$ cat src/rtl/fft4_seq_ctrl.sv
// Sequencing controller for a 4-point FFT datapath: loads four samples,
// steps two butterfly stages, then unloads four bins with backpressure.
module fft4_seq_ctrl #(
  parameter int STAGE_LAT = 1,
  parameter int CNT_W     = 16
) (
  input  logic             clk,
  input  logic             rst,
  input  logic             abort,
  input  logic             in_valid,
  output logic             in_ready,
  output logic             ld_en,
  output logic [1:0]       ld_idx,
  output logic             s1_en,
  output logic             s2_en,
  output logic             out_valid,
  input  logic             out_ready,
  output logic [1:0]       out_idx,
  output logic             busy,
  output logic             frame_done,
  output logic [CNT_W-1:0] frame_cnt
);

  typedef enum logic [1:0] {LOAD, STG1, STG2, UNLOAD} state_t;

  // Dwell counts 0..STAGE_LAT-1, so two bits cover the legal range.
  localparam logic [1:0] DWELL_MAX = 2'(STAGE_LAT - 1);

  state_t           state, state_nxt;
  logic [1:0]       lc, lc_nxt;
  logic [1:0]       uc, uc_nxt;
  logic [1:0]       dwell, dwell_nxt;
  logic [CNT_W-1:0] cnt_q;

  always_ff @(posedge clk or posedge rst) begin
    if (rst) begin
      state <= LOAD;
      lc    <= '0;
      uc    <= '0;
      dwell <= '0;
      cnt_q <= '0;
    end else begin
      state <= state_nxt;
      lc    <= lc_nxt;
      uc    <= uc_nxt;
      dwell <= dwell_nxt;
      if (frame_done) cnt_q <= cnt_q + CNT_W'(1);
    end
  end

  always_comb begin
    state_nxt  = state;
    lc_nxt     = lc;
    uc_nxt     = uc;
    dwell_nxt  = dwell;
    in_ready   = 1'b0;
    ld_en      = 1'b0;
    s1_en      = 1'b0;
    s2_en      = 1'b0;
    out_valid  = 1'b0;
    frame_done = 1'b0;
    case (state)
      LOAD: begin
        in_ready = ~abort;
        // Held low during reset so only in_ready shows a non-zero reset value.
        ld_en    = in_valid & in_ready & ~rst;
        if (ld_en) begin
          lc_nxt = lc + 2'd1;
          if (lc == 2'd3) state_nxt = STG1;
        end
      end
      STG1: begin
        s1_en = (dwell == 2'd0) & ~abort;
        if (dwell == DWELL_MAX) begin
          dwell_nxt = '0;
          state_nxt = STG2;
        end else begin
          dwell_nxt = dwell + 2'd1;
        end
      end
      STG2: begin
        s2_en = (dwell == 2'd0) & ~abort;
        if (dwell == DWELL_MAX) begin
          dwell_nxt = '0;
          state_nxt = UNLOAD;
        end else begin
          dwell_nxt = dwell + 2'd1;
        end
      end
      UNLOAD: begin
        out_valid = ~abort;
        if (out_valid & out_ready) begin
          uc_nxt = uc + 2'd1;
          if (uc == 2'd3) begin
            frame_done = 1'b1;
            state_nxt  = LOAD;
          end
        end
      end
      default: state_nxt = LOAD;
    endcase
    if (abort) begin
      state_nxt = LOAD;
      lc_nxt    = '0;
      uc_nxt    = '0;
      dwell_nxt = '0;
    end
  end

  assign ld_idx    = lc;
  assign out_idx   = uc;
  assign busy      = (state != LOAD) | (lc != 2'd0);
  assign frame_cnt = cnt_q;

endmodule

$ cat config.mk
export PLATFORM = sky130hd
export DESIGN_NAME = fft4_seq_ctrl
export DESIGN_NICKNAME = d
export VERILOG_FILES = /design/src/rtl/fft4_seq_ctrl.sv
export SDC_FILE = /design/constraint.sdc
export NUM_CORES = 1
export LEC_CHECK = 0
export BUFFER_PORTS_ARGS = -buffer_cell sky130_fd_sc_hd__buf_2
export CAP_MARGIN = 20
export CORE_ASPECT_RATIO = 0.7
export CORE_MARGIN = 3
export CORE_UTILIZATION = 42
export DETAILED_ROUTE_END_ITERATION = 7
export PLACE_DENSITY = 0.68
export SYNTH_ARGS = -nofsm -noshare
export SYNTH_HDL_FRONTEND = slang
export SYNTH_SLANG_ARGS = --single-unit
$ cat constraint.sdc
create_clock -name clk -period 1.54 [get_ports clk]
set_input_delay 0.077 -clock clk [delete_from_list [all_inputs] [get_ports clk]]
set_output_delay 0.077 -clock clk [all_outputs]
set_load 0.01 [all_outputs]
==> flow_summary.toml <==
[power_and_ir_drop]
power.total_uw = 1500
combPwrFrac = 0.304
internal_power_uw = 1060
cellLeakagePower_uw = 0.000931
power_density_nw_per_um2 = 828
swShare = 0.290
power.switching_uw = 434
pwr-share-clk = 0.237
p_seq_frac = 0.459
peakVddDrop_mv = 0.432

[critical_path]
path_max_fanout = 5
crit_chain = "inv_4 -> ha_4 -> o21ba_4 -> a2111oi_4 -> mux2i_1 -> nor2_1"
r2r_end = "state[1]"
worstSetupStartpoint = "state[1]"
cpPeakStageDelay_ns = 0.49
cp.required_ns = 1.68
arrival_ns = 1.89
startpoint_type = "flip-flop"
r2r_setup_slack_ns = -0.21
slowest_stage = "dfrtp_2"
rr_worst_depth = 6
end_kind = "flip-flop"
r2r-start = "state[1]"
crit_type = "flip-flop to flip-flop"

[layout]
stdcell_count = 206
drive_gt1_frac = 0.429
nNetsFinal = 189
area_delta_synth_final_pct = 39.4
antenna_cells = 0
n_fill_cell = 230

[logic_synthesis]
synth-main-ff-cell = "dfrtp_1"
synth_fp_nets = 134
ys_ff_latch = 24
yosys_warnings = 0
synth-edff-count = 0
async_flop_share = 1.00
avgSynthCellArea_um2 = 11.1
synthMuxAreaShare = 0.0232
synth-adder-area-share = 0.116
ys_types = 26
syn_area_um2 = 1300
synth_top_family_by_area = "simple AND/OR/NAND/NOR gates"
yosysSeqAreaShare = 0.463
synth-compound-area-share = 0.0444
synth_xor_xnor_area_share = 0.115
yosys.area_share.simple = 0.209
syn_inst = 117

[hold_path]
holdPathStages = 3
worstHoldEndpoint = "out_idx[1]"
hp-start = "out_ready"
hold_path_class = "input port to flip-flop"

[floorplanning]
coreArea_um2 = 2860
start_util = 0.453
die_h_um = 52.5
placementRows = 16
die_w_um = 72.4
dieArea_um2 = 3800
io_pins = 32

[drt]
wl_mm = 2.85
avgRoutedWirePerCell_um = 13.9
drc = 0
vias_per_cell = 5.01
vias = 1032
drt_pass1_iterations = 4
ant_nets = 0
drt_iter0_drc = 25

[grt]
grt_pass1_wl_mm = 4.83
globalRouteTotalUtil = 0.168
grt_start_max_net_pins = 17
grt_pass1_vias = 1031
grt_overflow = 0
antenna_found_initial = 0

[cts]
h-tree-depth = 1
clk_pin_slew_ns = 0.08
clkLatencyLatePin_ns = 0.26
cts.sinks = 24
cts_buffers = 3
cts_tree = "done"
clock-root-buffer = "clkbuf_8"
cts_buffer_depth = 2

[timing]
worstMarginPinSlew_ns = 0.388
rsz0062_at_grt = "true"
clock-skew-final_ns = 0.00328
timing.slew.headroom = 0.741
fin_crit_sh = 1.14
max_freq_mhz = 571
finalCriticalPeriod_ns = 1.75
setup-tns-final_ns = -0.874
setup_ws_ns = -0.211
setup_viol = 11
whs_ns = 0.113
drv_slew = 0
hold_violations = 0

[outcome]
status = "complete, but fails checks"
failed_checks = "negative setup slack"

[place]
io_buffers = 31
gpl.final_weighted_congestion = 0.768
pre_cts_slack_ns = -0.107
dp_hpwl_mm = 2.02
dp.cells = 191

[job]
max_cap_violations = 0
-- cells in the mapped netlist (2+ instances only) --
master	count	area share
and3b_1	2	0.014
nand3_1	8	0.031
and3_1	2	0.0097
ha_1	12	0.12
xnor2_1	14	0.095
nand2_1	12	0.035
nand4_1	3	0.014
xor2_1	3	0.020
inv_1	9	0.026
dfrtp_1	24	0.46
nor2_1	8	0.023
mux2i_1	3	0.023
nor2b_1	4	0.019
-- sequential cells by signal, summed over array words and instances, names as in the netlist --
register,count
frame_cnt,16
dwell,2
ld_idx,2
out_idx,2
state,2
-- cells by family after synthesis --
group                    count (synthesis)
AND/OR/NAND/NOR                         46
flip-flops                              24
XOR/XNOR                                17
adder cells (fa/ha/maj)                 12
buffers and inverters                   10
AO/OA/AOI/OAI                            5
multiplexers                             3
-- cells in the final DEF, fill, tap and decap left out, types with 5 or more instances in the layout --
cell type / count
nand3_1: 8
ha_1: 7
nor2_1: 7
ha_4: 5
inv_1: 6
nand2_1: 12
xnor2_1: 14
buf_4: 16
buf_2: 30
dfrtp_1: 22
-- power groups by stage --
stage / Sequential [uW] / Combinational, uW / Clock (uW)
after floorplan: 682 / 201 / 0
after global placement: 680 / 288 / 0
after detailed placement: 683 / 303 / 0
after CTS: 671 / 404 / 376
after global routing: 690 / 493 / 409
final: 686 / 455 / 355
-- worst max-delay path, delay by kind of cell (launching register included) --
kind	cells	cell delay [ns]
AOI/OAI and AO/OA	2	0.62
adders and majority gates	1	0.16
and+or+nand+nor	1	0.05
muxes	1	0.23
DFF	1	0.49
buffers and inverters	1	0.07
-- layout make-up --
cell class	instances	area, um2	area share
clock buffers	3	41.3	0.0229
inverters	9	38.8	0.0215
multi-input cells	83	754	0.418
flip-flops and latches	24	603	0.334
well taps	36	45.0	0.0249
repair buffers	51	324	0.179
-- worst max path at each step --
stage	end	slack [ns]	cells after the start
floorplan	state[1]	0.005	6
global placement	state[1]	-0.03	6
detailed placement	state[0]	-0.11	6
CTS	state[1]	-0.13	6
global route	state[1]	-0.29	6
finish	state[1]	-0.21	6
-- timing repair --
item | in CTS | in global routing
cloned | 0 | 0
hold endpoints to repair | 8 | 0
setup endpoints to repair | 6 | 17
hold buffers | 2 | 0
setup buffers | 7 | 3
pin swaps | 9 | 5
gates resized for setup | 18 | 9
-- metal layers --
metal / vias to the layer above / part of all wire / wire length (um) / global-route usage
li1: 495 / - / - / -
met1: 512 / 0.44 / 1250 / 0.204
met3: 4 / 0.050 / 144 / 0.0498
met5: - / 0 / 0 / 0
met2: 21 / 0.50 / 1430 / 0.298
met4: 0 / 0.011 / 31 / 0.0337
-- metrics by stage --
step / util / area [um2]
after CTS: 0.609 / 1740
after floorplan: - / 1300
after global routing: 0.631 / 1810
final: 0.631 / 1810
after global placement: 0.543 / 1560
after detailed placement: 0.543 / 1560
Note: power is estimated with default switching activity, not from simulation.
